File: src/rtl/alu_issue_stage.sv
// alu_issue_stage
// ID/EX issue register in front of the execute-stage ALU. It decodes the MIPS
// instruction held in ID into a 4-bit ALU operation code and forms the two
// ALU operands, including shift-amount placement and LUI packing. The result
// is captured into the EX register under reset/flush/stall control.
//
// Ports
//   CLK      in   1   clock, all state updates on the rising edge
//   RST      in   1   synchronous reset, active-high
//   DINST    in  32   instruction word from ID
//   DVALID   in   1   DINST/DRA/DRB valid this cycle
//   DRA      in  32   rs register value (already forwarded)
//   DRB      in  32   rt register value (already forwarded)
//   ESTALL   in   1   hold EX register contents
//   EFLUSH   in   1   replace EX contents with a bubble
//   EALUC    out  4   ALU operation code
//   EXA      out 32   ALU operand A
//   EXB      out 32   ALU operand B
//   EWN      out  5   destination register number
//   EWREG    out  1   register write enable
//   EVALID   out  1   EX slot holds a real instruction
//   EILLEGAL out  1   EX slot holds an undecodable instruction
//   ESTICKY  out  1   an illegal instruction has issued since reset
module alu_issue_stage #(
  parameter logic [3:0] BUBBLE_ALUC = 4'b0010,
  parameter bit         TRACE       = 1'b0
) (
  input  logic        CLK,
  input  logic        RST,
  input  logic [31:0] DINST,
  input  logic        DVALID,
  input  logic [31:0] DRA,
  input  logic [31:0] DRB,
  input  logic        ESTALL,
  input  logic        EFLUSH,
  output logic [3:0]  EALUC,
  output logic [31:0] EXA,
  output logic [31:0] EXB,
  output logic [4:0]  EWN,
  output logic        EWREG,
  output logic        EVALID,
  output logic        EILLEGAL,
  output logic        ESTICKY
);

  // Instruction fields
  logic [5:0]  op_s;
  logic [5:0]  funct_s;
  logic [4:0]  rt_s;
  logic [4:0]  rd_s;
  logic [4:0]  sh_s;
  logic [31:0] se_s;
  logic [31:0] ze_s;

  assign op_s    = DINST[31:26];
  assign funct_s = DINST[5:0];
  assign rt_s    = DINST[20:16];
  assign rd_s    = DINST[15:11];
  assign sh_s    = DINST[10:6];
  assign se_s    = {{16{DINST[15]}}, DINST[15:0]};
  assign ze_s    = {16'h0000, DINST[15:0]};

  // Decoded values for the instruction currently in ID
  logic [3:0]  dec_aluc_s;
  logic [31:0] dec_a_s;
  logic [31:0] dec_b_s;
  logic [4:0]  dec_wn_s;
  logic        dec_illegal_s;
  logic        dec_wreg_s;

  // EX register
  logic [3:0]  ealuc_r;
  logic [31:0] exa_r;
  logic [31:0] exb_r;
  logic [4:0]  ewn_r;
  logic        ewreg_r;
  logic        evalid_r;
  logic        eillegal_r;
  logic        esticky_r;

  // Decode op/funct into ALU code, operands and destination.
  // Anything not recognised falls through as illegal with bubble-like fields.
  always_comb begin
    dec_aluc_s    = BUBBLE_ALUC;
    dec_a_s       = 32'h0000_0000;
    dec_b_s       = 32'h0000_0000;
    dec_wn_s      = 5'd0;
    dec_illegal_s = 1'b1;
    case (op_s)
      6'b000000: begin
        case (funct_s)
          6'b100000, 6'b100001, 6'b100010, 6'b100011,
          6'b100100, 6'b100101, 6'b100110, 6'b101010, 6'b101011: begin
            dec_a_s       = DRA;
            dec_b_s       = DRB;
            dec_wn_s      = rd_s;
            dec_illegal_s = 1'b0;
            case (funct_s)
              6'b100000: dec_aluc_s = 4'b0010;
              6'b100001: dec_aluc_s = 4'b0011;
              6'b100010: dec_aluc_s = 4'b0110;
              6'b100011: dec_aluc_s = 4'b1110;
              6'b100100: dec_aluc_s = 4'b0000;
              6'b100101: dec_aluc_s = 4'b0001;
              6'b100110: dec_aluc_s = 4'b1100;
              6'b101010: dec_aluc_s = 4'b0111;
              6'b101011: dec_aluc_s = 4'b0101;
              default:   dec_aluc_s = BUBBLE_ALUC;
            endcase
          end
          // Shifts: the ALU shifts operand A by the amount sitting in EXB[10:6]
          6'b000000, 6'b000010: begin
            dec_a_s       = DRB;
            dec_b_s       = {21'd0, sh_s, 6'd0};
            dec_wn_s      = rd_s;
            dec_illegal_s = 1'b0;
            dec_aluc_s    = funct_s[1] ? 4'b1001 : 4'b1000;
          end
          default: dec_illegal_s = 1'b1;
        endcase
      end
      6'b001000, 6'b001001, 6'b001010, 6'b001011: begin
        dec_a_s       = DRA;
        dec_b_s       = se_s;
        dec_wn_s      = rt_s;
        dec_illegal_s = 1'b0;
        case (op_s[1:0])
          2'b00:   dec_aluc_s = 4'b0010;
          2'b01:   dec_aluc_s = 4'b0011;
          2'b10:   dec_aluc_s = 4'b0111;
          2'b11:   dec_aluc_s = 4'b0101;
          default: dec_aluc_s = BUBBLE_ALUC;
        endcase
      end
      6'b001100, 6'b001101, 6'b001110, 6'b001111: begin
        dec_b_s       = ze_s;
        dec_wn_s      = rt_s;
        dec_illegal_s = 1'b0;
        // LUI: the ALU does the 16-bit left shift itself, so A is forced to 0
        if (op_s[1:0] == 2'b11) begin
          dec_a_s = 32'h0000_0000;
        end else begin
          dec_a_s = DRA;
        end
        case (op_s[1:0])
          2'b00:   dec_aluc_s = 4'b0000;
          2'b01:   dec_aluc_s = 4'b0001;
          2'b10:   dec_aluc_s = 4'b1100;
          2'b11:   dec_aluc_s = 4'b1111;
          default: dec_aluc_s = BUBBLE_ALUC;
        endcase
      end
      default: dec_illegal_s = 1'b1;
    endcase
  end

  // Writes to $0 are dropped here so the writeback stage never sees them
  assign dec_wreg_s = ~dec_illegal_s & (dec_wn_s != 5'd0);

  // EX register update: reset, then flush, then stall, then load
  always_ff @(posedge CLK) begin
    if (RST || EFLUSH || (!ESTALL && !DVALID)) begin
      ealuc_r    <= BUBBLE_ALUC;
      exa_r      <= 32'h0000_0000;
      exb_r      <= 32'h0000_0000;
      ewn_r      <= 5'd0;
      ewreg_r    <= 1'b0;
      evalid_r   <= 1'b0;
      eillegal_r <= 1'b0;
    end else if (ESTALL) begin
      ealuc_r    <= ealuc_r;
      exa_r      <= exa_r;
      exb_r      <= exb_r;
      ewn_r      <= ewn_r;
      ewreg_r    <= ewreg_r;
      evalid_r   <= evalid_r;
      eillegal_r <= eillegal_r;
    end else begin
      ealuc_r    <= dec_aluc_s;
      exa_r      <= dec_a_s;
      exb_r      <= dec_b_s;
      ewn_r      <= dec_wn_s;
      ewreg_r    <= dec_wreg_s;
      evalid_r   <= 1'b1;
      eillegal_r <= dec_illegal_s;
    end
  end

  // Sticky illegal flag: set only when an illegal instruction actually loads
  always_ff @(posedge CLK) begin
    if (RST) begin
      esticky_r <= 1'b0;
    end else if (!EFLUSH && !ESTALL && DVALID && dec_illegal_s) begin
      esticky_r <= 1'b1;
    end else begin
      esticky_r <= esticky_r;
    end
  end

`ifndef SYNTHESIS
  generate
    if (TRACE) begin : g_trace
      // Print one line per instruction loaded into EX
      always_ff @(posedge CLK) begin
        if (!RST && !EFLUSH && !ESTALL && DVALID) begin
          $display("issue aluc=%b exa=%h exb=%h ewn=%0d",
                   dec_aluc_s, dec_a_s, dec_b_s, dec_wn_s);
        end
      end
    end
  endgenerate
`endif

  assign EALUC    = ealuc_r;
  assign EXA      = exa_r;
  assign EXB      = exb_r;
  assign EWN      = ewn_r;
  assign EWREG    = ewreg_r;
  assign EVALID   = evalid_r;
  assign EILLEGAL = eillegal_r;
  assign ESTICKY  = esticky_r;

endmodule
File: config.mk
export PLATFORM = sky130hd
export DESIGN_NAME = alu_issue_stage
export DESIGN_NICKNAME = d
export VERILOG_FILES = /design/src/rtl/alu_issue_stage.sv
export SDC_FILE = /design/constraint.sdc
export NUM_CORES = 1
export LEC_CHECK = 0
export CAP_MARGIN = 20
export CORE_MARGIN = 3
export CORE_UTILIZATION = 42
export CTS_CLUSTER_SIZE = 24
export DETAILED_ROUTE_END_ITERATION = 7
export GPL_TIMING_DRIVEN = 0
export PLACE_DENSITY = 0.94
export REMOVE_ABC_BUFFERS = 1
export SLEW_MARGIN = 10
export SYNTH_ARGS = -nofsm -noshare
export SYNTH_HDL_FRONTEND = slang
export SYNTH_SLANG_ARGS = --single-unit
File: constraint.sdc
create_clock -name CLK -period 2.57 [get_ports CLK]
set_clock_uncertainty 0.1 [all_clocks]
set_input_delay 0.514 -clock CLK [delete_from_list [all_inputs] [get_ports CLK]]
set_output_delay 0.514 -clock CLK [all_outputs]
set_load 0.02 [all_outputs]
# [Yosys cells after proc, flatten, opt, wreduce, memory -nomap -nowiden]
# Cells that the tools add are included.
[totals] ff_bits=77 in_bits=101 out_inout_bits=77 elab_cells=65
[classes] eq_ne=21 muxes=15 bitwise_logic=2 n_reduce_logical=19
[op_table] cell="$pmux W32 S3" n=2
[op_table] cell="$pmux W32 S2" n=2
[op_table] cell="$eq A6 B6 Y1 const B" n=9
[op_table] cell="$eq A6 B4 Y1 const B" n=8
[op_table] cell="$mux W32" n=1
[op_table] cell="$pmux W4 S4" n=2
[op_table] cell="$pmux W4 S8" n=1
[op_table] cell="$logic_not A6 Y1" n=2
[op_table] cell="$pmux W4 S3" n=1
[op_table] cell="$reduce_or A11 Y1" n=1
[op_table] cell="$pmux W5 S2" n=1
[op_table] cell="$reduce_or A9 Y1" n=1
[op_table] cell="$pmux W4 S2" n=1
[op_table] cell="$reduce_or A4 Y1" n=2
[op_table] cell="$reduce_or A8 Y1" n=1
[op_table] cell="$eq A6 B2 Y1 const B" n=1
[op_table] cell="$mux W5" n=1
[op_table] cell="$reduce_bool A5 Y1" n=1
[op_table] cell="$eq A2 B2 Y1 const B" n=2
[op_table] cell="$logic_and A1 B1 Y1" n=4
[op_table] cell="$logic_not A1 Y1" n=3
[op_table] cell="$eq A2 B1 Y1 const B" n=1
[op_table] cell="$logic_not A2 Y1" n=1
[op_table] cell="$logic_or A1 B1 Y1" n=2
[op_table] cell="other kinds (5)" n=6

# [Logic depth before layout (Yosys ltp)]
# Gate-level depths: netlist (run 1).
[logic_depth] depth_word=6 depth_mapped=7 ltp_nobuf=5

# [Least setup slack after synthesis (run 1)]
# Ideal clock, no wire load.
[synth_path] kind="input port to flip-flop" from="input port DINST[2]" to="register exa_r[1], in the netlist EXA[1]" setup_ps=128 arrival_ps=1643 required_time_ps=2342 path_slack_ps=699 path_stages=7 n_path_buf=2 path_cell_list="clkbuf_1 -> nor2b_1 -> o2111ai_1 -> a21oi_1 -> buf_4 -> a222oi_1 -> nor2_1"
[synth_between] elab_chain_cells=4 elab_cells_between_ends=15 cone_classes="10 x eq/ne; 2 x mux; 3 x reduce/logical"
[synth_rtl] item="start, declared" line_no="30" source="input logic [31:0] DINST,"
[synth_rtl] item="$eq A6 B6 Y1 (tied with other cells)" line_no="91" source="case (funct_s)"
[synth_rtl] item="$reduce_or A9 Y1 / $reduce_or A2 Y1 (equally long branches)" line_no="91"
[synth_rtl] item="$pmux W32 S2 (*)" line_no="91"
[synth_rtl] item="$pmux W32 S3 (*)" line_no="89" source="case (op_s)"
[synth_rtl] item="end signal, assigned" line_no="172" source="exa_r <= exa_r;"
[synth_rtl] item="end signal, assigned" line_no="180" source="exa_r <= dec_a_s;"
[synth_rtl] item="end, declared" line_no="73" source="logic [31:0] exa_r;"
# Mark *: on every way between the ends. The rest lies on a longest branch, timed or not.
# A chain may end at the register's enable or synchronous reset.

# [Final worst setup path (run 1)]
[layout_path] from="input port DINST[3]" to="register exb_r[6], in the netlist EXB[6]"
[layout_between] elab_chain_cells=4 elab_cells_between_ends=15 cone_classes="10 x eq/ne; 2 x mux; 3 x reduce/logical"
[layout_rtl] item="$eq A6 B6 Y1 (tied with other cells)" line_no="91"
[layout_rtl] item="$reduce_or A9 Y1 / $reduce_or A2 Y1 (equally long branches)" line_no="91"
[layout_rtl] item="$pmux W32 S2 (*)" line_no="91"
[layout_rtl] item="$pmux W32 S3 (*)" line_no="89"
[layout_rtl] item="end signal, assigned" line_no="173" source="exb_r <= exb_r;"
[layout_rtl] item="end signal, assigned" line_no="181" source="exb_r <= dec_b_s;"
[layout_rtl] item="end, declared" line_no="74" source="logic [31:0] exb_r;"
# Marked as above.

==> flow_metrics.py, run 1 <==
metrics = {
    "setup_path": {
        "crit_buf_inv": 1,
        "cp_max_fo": 12,
        "crit_slowest_cell": "clkdlybuf4s50_1",
        "worst_setup_path_end_kind": "register",
        "worstPathCellList": "clkdlybuf4s50_1 > nor4_2 > nand3_1 > nand2_1 > a221oi_1 > nor3_1",
        "path_delay_family": "simple AND/OR/NAND/NOR gates",
        "crit_required_ns": 2.73,
        "worstSetupPathType": "input pin to register",
        "cpPeakStageDelay_ns": 0.63,
        "cp.arrival_ns": 2.57,
        "start_kind": "input pin",
    },
    "global_route": {
        "grt_pass1_vias": 3827,
        "grt_usage_pct": 27.4,
        "grt_pass1_wl_mm": 19.1,
        "antenna_found_initial": 0,
        "grt_max_degree": 92,
        "overflow": 0,
    },
    "floorplanning": {
        "dieArea_mm2": 0.00897,
        "core_mm2": 0.00745,
        "num_rows": 31,
        "fp.dieW_um": 94.7,
        "ios": 178,
        "start_util_pct": 44.4,
        "die_h_um": 94.7,
    },
    "yosys": {
        "yosys_warnings": 0,
        "synth_common_cells": "dfxtp_1 (77), nor2_1 (40), a222oi_1 (31)",
        "syn_avg_cell_area_um2": 8.91,
        "yosysTopAreaCell": "dfxtp_1",
        "ys_types": 43,
        "yosys.cell_count.top_type": "dfxtp_1",
        "async_flop_share_pct": 0,
        "synth_ff_type": "dfxtp_1",
        "syn_inst": 371,
        "synth-seq-cells": 77,
        "synth.yosys.seq_area_share_pct": 46.6,
        "synth_area_mm2": 0.00330,
        "ys_top_cells_by_area": "dfxtp_1 (47%), a222oi_1 (9.4%), a221oi_1 (5.6%), nor2b_1 (4.7%), nor2_1 (4.5%)",
        "synth_edf_count": 0,
        "yosysTopAreaCellShare_pct": 46.6,
    },
    "timing": {
        "worst_slew_pin_slew_ns": 0.801,
        "fin_ws_ns": 0.158,
        "rsz0062_at_grt": "no",
        "maxSlewViolCount": 0,
        "max_freq_mhz": 415,
        "hold_ws_ns": 0.349,
        "fin_crit_ns": 2.41,
        "report.final.setup_viol": 0,
        "finalCritPeriodShare_pct": 93.8,
        "slew_headroom_pct": 46.4,
        "hold_viol": 0,
    },
    "detailed_routing": {
        "dr.pass1.iters": 7,
        "drt_iter0_markers": 263,
        "vias": 3782,
        "route.detailed.drc": 0,
        "routed_wl_mm": 12.6,
        "avgRoutedWirePerCell_um": 19.6,
        "ant_nets": 0,
        "vias_per_cell": 5.89,
    },
    "placement": {
        "numPortBuffers": 172,
        "place_congestion": 0.807,
        "dp_hpwl_mm": 8.32,
        "pre_cts_ws_ns": -0.943,
    },
    "clock_network": {
        "tritoncts": "built",
        "cts_buffers": 9,
        "clk_path_buf_depth": 2,
        "clk_latency_ns": 0.33,
        "clk_pin_slew_ns": 0.08,
        "cts-root-buf": "clkbuf_8",
        "cts_hold_buf": 0,
        "h-tree-depth": 3,
        "cts_sinks": 77,
    },
    "power": {
        "power_density_mw_per_mm2": 485,
        "p_leak_uw": 0.00187,
        "vdd_drop_max_mv": 0.311,
    },
    "final_layout": {
        "n_antenna_cell": 0,
        "area_delta_synth_final_pct": 66.9,
        "final_core_util_pct": 74.1,
        "drive_gt1_share_pct": 9.94,
        "fillCellCount": 555,
        "nets": 639,
    },
    "run": {
        "cap_violations": 0,
    },
    "min_path": {
        "hold_path_class": "register to register",
    },
    "outcome": {
        "status": "complete, no violations",
    },
}
-- routing by layer --
metal  global-route usage, %  part of all wire, %  routed length, µm
met5                       0                    0                  0
met4                    10.2                  1.4                171
met3                    7.33                  8.9               1120
met2                    49.6                   54               6750
met1                    30.5                   36               4510
-- cell usage in the layout, fill, tap and decap left out, types with 3 or more instances in the layout --
cell,netlist,final
clkdlybuf4s50_1,0,171
buf_4,5,12
nor2_1,40,38
a21oi_1,23,22
nor2b_1,25,25
nor3_1,22,22
a221oi_1,21,21
nor4b_1,3,3
o21ai_0,11,10
dfxtp_1,77,77
inv_1,4,4
o21ai_1,9,8
a222oi_1,31,31
buf_12,0,4
nand3_1,6,6
nand2_1,27,27
clkbuf_8,0,10
-- kinds of logic after synthesis --
group,after synthesis,synth area share [%]
AOI/OAI and AO/OA,113,25.8
buffers and inverters,40,5.30
DFF,77,46.6
muxes,2,0.682
and+or+nand+nor,139,21.5
-- through the flow --
stage          total power, µW  setup TNS, ns  instances  cell area, µm²
2_1_floorplan             1360         -43.21        335            3140
3_3_place_gp              1600        -333.81        606            4990
3_5_place_dp              1610         -39.93        609            5080
4_1_cts                   2670              0        635            5440
5_1_grt                   2770              0        642            5520
6_report                  2670              0        642            5520
-- path summary, 6_finish.rpt --
path                            cells after the start  slack (ns)      from       to
worst max-delay path                                6        0.16  DINST[3]   EXB[6]
worst min-delay path                                2        0.35   EXB[29]  EXB[29]
worst max register to register                      2        1.58    EXA[3]   EXA[3]
worst min register to register                      2        0.35   EXB[29]  EXB[29]
-- state kept, by name, summed over array words and instances (netlist names) --
| register | flops |
|---|---|
| EVALID | 1 |
| EWREG | 1 |
| EXA | 32 |
| EXB | 32 |
| EALUC | 4 |
| ESTICKY | 1 |
| EILLEGAL | 1 |
| EWN | 5 |
-- timing repair --
item,4_1_cts,5_1_grt
setup endpoints to repair,47,60
gates cloned,3,0
pin swaps,4,1
gates resized for setup,3,5
setup buffers,7,7
-- layout make-up --
class / instances / area (µm²) / share of cell area (%)
Sequential cell: 77 / 1540 / 27.9
Timing Repair Buffer: 189 / 1920 / 34.8
Inverter: 4 / 15.0 / 0.272
Clock inverter: 6 / 92.6 / 1.68
Multi-Input combinational cell: 257 / 1680 / 30.5
Clock buffer: 10 / 138 / 2.50
Tap cell: 99 / 124 / 2.25
-- power by group --
group	switching, µW	total [µW]	internal (µW)
registers	7.97	1210	1210
logic	179	392	213
clock network	485	1070	581
total	672	2670	2000
-- worst register-to-register path: cells and delay by family (launching register included) --
kind	cells	cell delay, ns
simple gates	1	0.08
flops	1	0.33
compound gates	1	0.34
(Power assumes the default switching activity.)
==> inputs of run 2 (changes only) <==
--- a/config.mk
+++ b/config.mk
@@ -6,14 +6,12 @@
 export NUM_CORES = 1
 export LEC_CHECK = 0
 export CAP_MARGIN = 20
-export CORE_MARGIN = 3
 export CORE_UTILIZATION = 42
 export CTS_CLUSTER_SIZE = 24
 export DETAILED_ROUTE_END_ITERATION = 7
 export GPL_TIMING_DRIVEN = 0
 export PLACE_DENSITY = 0.94
 export REMOVE_ABC_BUFFERS = 1
-export SLEW_MARGIN = 10
 export SYNTH_ARGS = -nofsm -noshare
 export SYNTH_HDL_FRONTEND = slang
 export SYNTH_SLANG_ARGS = --single-unit
==> flow_metrics.py, run 2 (synthesized netlist as in run 1, its figures left out) <==
metrics = {
    "detailed_routing": {
        "vias_per_cell": 5.88,
        "ant_nets": 0,
        "route.detailed.drc": 0,
        "dr.pass1.iters": 6,
        "drt_iter0_markers": 288,
        "routed_wl_mm": 11.6,
        "vias": 3742,
        "avgRoutedWirePerCell_um": 18.2,
    },
    "timing": {
        "fin_setup_tns_ns": 0,
        "hold_viol": 0,
        "hold_ws_ns": 0.350,
        "fin_crit_ns": 2.55,
        "fin_ws_ns": 0.0196,
        "max_freq_mhz": 392,
        "maxSlewViolCount": 0,
        "slew_headroom_pct": 52.6,
        "report.final.setup_viol": 0,
        "finalCritPeriodShare_pct": 99.2,
        "worst_slew_pin_slew_ns": 0.711,
    },
    "final_layout": {
        "mostFrequentLayoutCell": "clkdlybuf4s50_1",
        "n_antenna_cell": 0,
        "nets": 633,
        "final_core_util_pct": 72.9,
        "mostFrequentLayoutCells": "clkdlybuf4s50_1 (171), dfxtp_1 (77), nor2_1 (38)",
        "drive_gt1_share_pct": 8.38,
        "area_delta_synth_final_pct": 64.3,
        "stdcell_count": 636,
    },
    "clock_network": {
        "cts_sinks": 77,
        "cts_buffers": 9,
        "h-tree-depth": 3,
        "clk_path_buf_depth": 2,
        "cts-root-buf": "clkbuf_8",
        "tritoncts": "built",
        "clk_pin_slew_ns": 0.08,
        "clk_latency_ns": 0.34,
    },
    "floorplanning": {
        "ios": 178,
        "fp.dieW_um": 90.7,
        "dieArea_mm2": 0.00823,
        "die_h_um": 90.7,
        "core_mm2": 0.00745,
        "num_rows": 31,
        "start_util_pct": 44.4,
    },
    "setup_path": {
        "worstPathCellList": "clkdlybuf4s50_1 > nor3b_4 > buf_6 > nand2_1 > a21oi_4 > buf_4 > a222oi_1 > nor2_1",
        "crit_slowest_cell": "clkdlybuf4s50_1",
        "r2r_slack_ns": 1.59,
        "cp.arrival_ns": 2.72,
        "start_kind": "input pin",
        "crit_start": "DINST[29]",
        "worstSetupPathType": "input pin to register",
        "crit_buf_inv": 3,
        "path_delay_family": "buffers and inverters",
        "r2r_end": "EXA[21]",
        "crit_required_ns": 2.74,
        "r2r-start": "EXA[21]",
        "worst_setup_path_end_kind": "register",
        "cpPeakStageDelay_ns": 0.60,
        "rr_worst_depth": 2,
        "cp_max_fo": 16,
    },
    "power": {
        "power_frac_seq_pct": 48.5,
        "p_leak_uw": 0.00183,
        "pwr-share-comb_pct": 15.5,
        "p_int_uw": 1870,
        "power_density_mw_per_mm2": 461,
        "vdd_drop_max_mv": 0.288,
        "clkPwrFrac_pct": 35.9,
        "swShare_pct": 25.4,
        "switchingPower_uw": 636,
    },
    "placement": {
        "pre_cts_ws_ns": -0.785,
        "dp_hpwl_mm": 7.93,
        "place_congestion": 0.840,
        "dp.cells": 612,
        "numPortBuffers": 172,
    },
    "global_route": {
        "grt_max_degree": 62,
        "gr-usage-met3_pct": 6.90,
        "gr-usage-met1_pct": 31.5,
        "grt_pass1_wl_mm": 18.2,
        "overflow": 0,
        "top_usage_layer": "met2",
        "grt_usage_pct": 27.7,
        "antenna_found_initial": 0,
        "grt_pass1_vias": 3695,
        "grt_use_met2_pct": 48.0,
    },
    "min_path": {
        "hold_path_class": "register to register",
        "hold_start": "EXB[31]",
        "whs_path_depth": 2,
        "hold_end": "EXB[31]",
    },
    "outcome": {
        "status": "complete, no violations",
    },
    "run": {
        "cap_violations": 0,
    },
}
[run 2: worst reg2reg max path, delay by kind of cell (launching register included)]
kind	cells	cell delay, ns
DFF	1	0.32
and+or+nand+nor	1	0.08
AOI/OAI and AO/OA	1	0.33
[run 2: cell type report]
| cell class | count | area (µm²) |
|---|---|---|
| sequential | 77 | 1540 |
| tap | 99 | 124 |
| clock inverter | 6 | 61.3 |
| timing repair buffer | 184 | 1900 |
| inverter | 4 | 15.0 |
| fill | 579 | 2020 |
| clock buffer | 10 | 128 |
| multi-input combinational | 256 | 1660 |
[run 2: how the worst max path moves through the flow]
stage | endpoint | slack (ns) | cells past startpoint
finish | EXA[25] | 0.02 | 8
floorplan | EXB[16] | -1.05 | 4
global route | EXA[25] | -0.0007 | 8
global placement | EXB[25] | -5.62 | 5
detailed placement | EXA[24] | -0.79 | 7
CTS | EXB[23] | 0.05 | 7
[run 2: power groups by stage]
stage / sequential (µW) / combinational, µW / clock (µW)
2_1_floorplan: 1260 / 95.9 / 0
3_3_place_gp: 1240 / 356 / 0
3_5_place_dp: 1240 / 370 / 0
4_1_cts: 1210 / 381 / 910
5_1_grt: 1220 / 413 / 968
6_report: 1210 / 389 / 899
[run 2: layer usage]
layer	part of all wire, %	wire length, µm	up-vias
li1	-	-	1740
met1	38	4440	1752
met2	51	5880	222
met3	8.4	967	28
met4	2.5	287	0
met5	0	0	-
[run 2: repair_timing]
item                                    CTS  global route
endpoints found under the setup margin   48            28
gates resized for setup                   4             2
hold buffers                              0             0
cloned                                    1             1
setup buffers                             5             1
endpoints found under the hold margin     0             0
pin swaps                                 3             2
[run 2: stage by stage]
stage	total power (µW)	area, µm²
floorplan	1360	3140
global placement	1600	4990
detailed placement	1610	5110
CTS	2510	5390
global route	2600	5430
finish	2500	5430
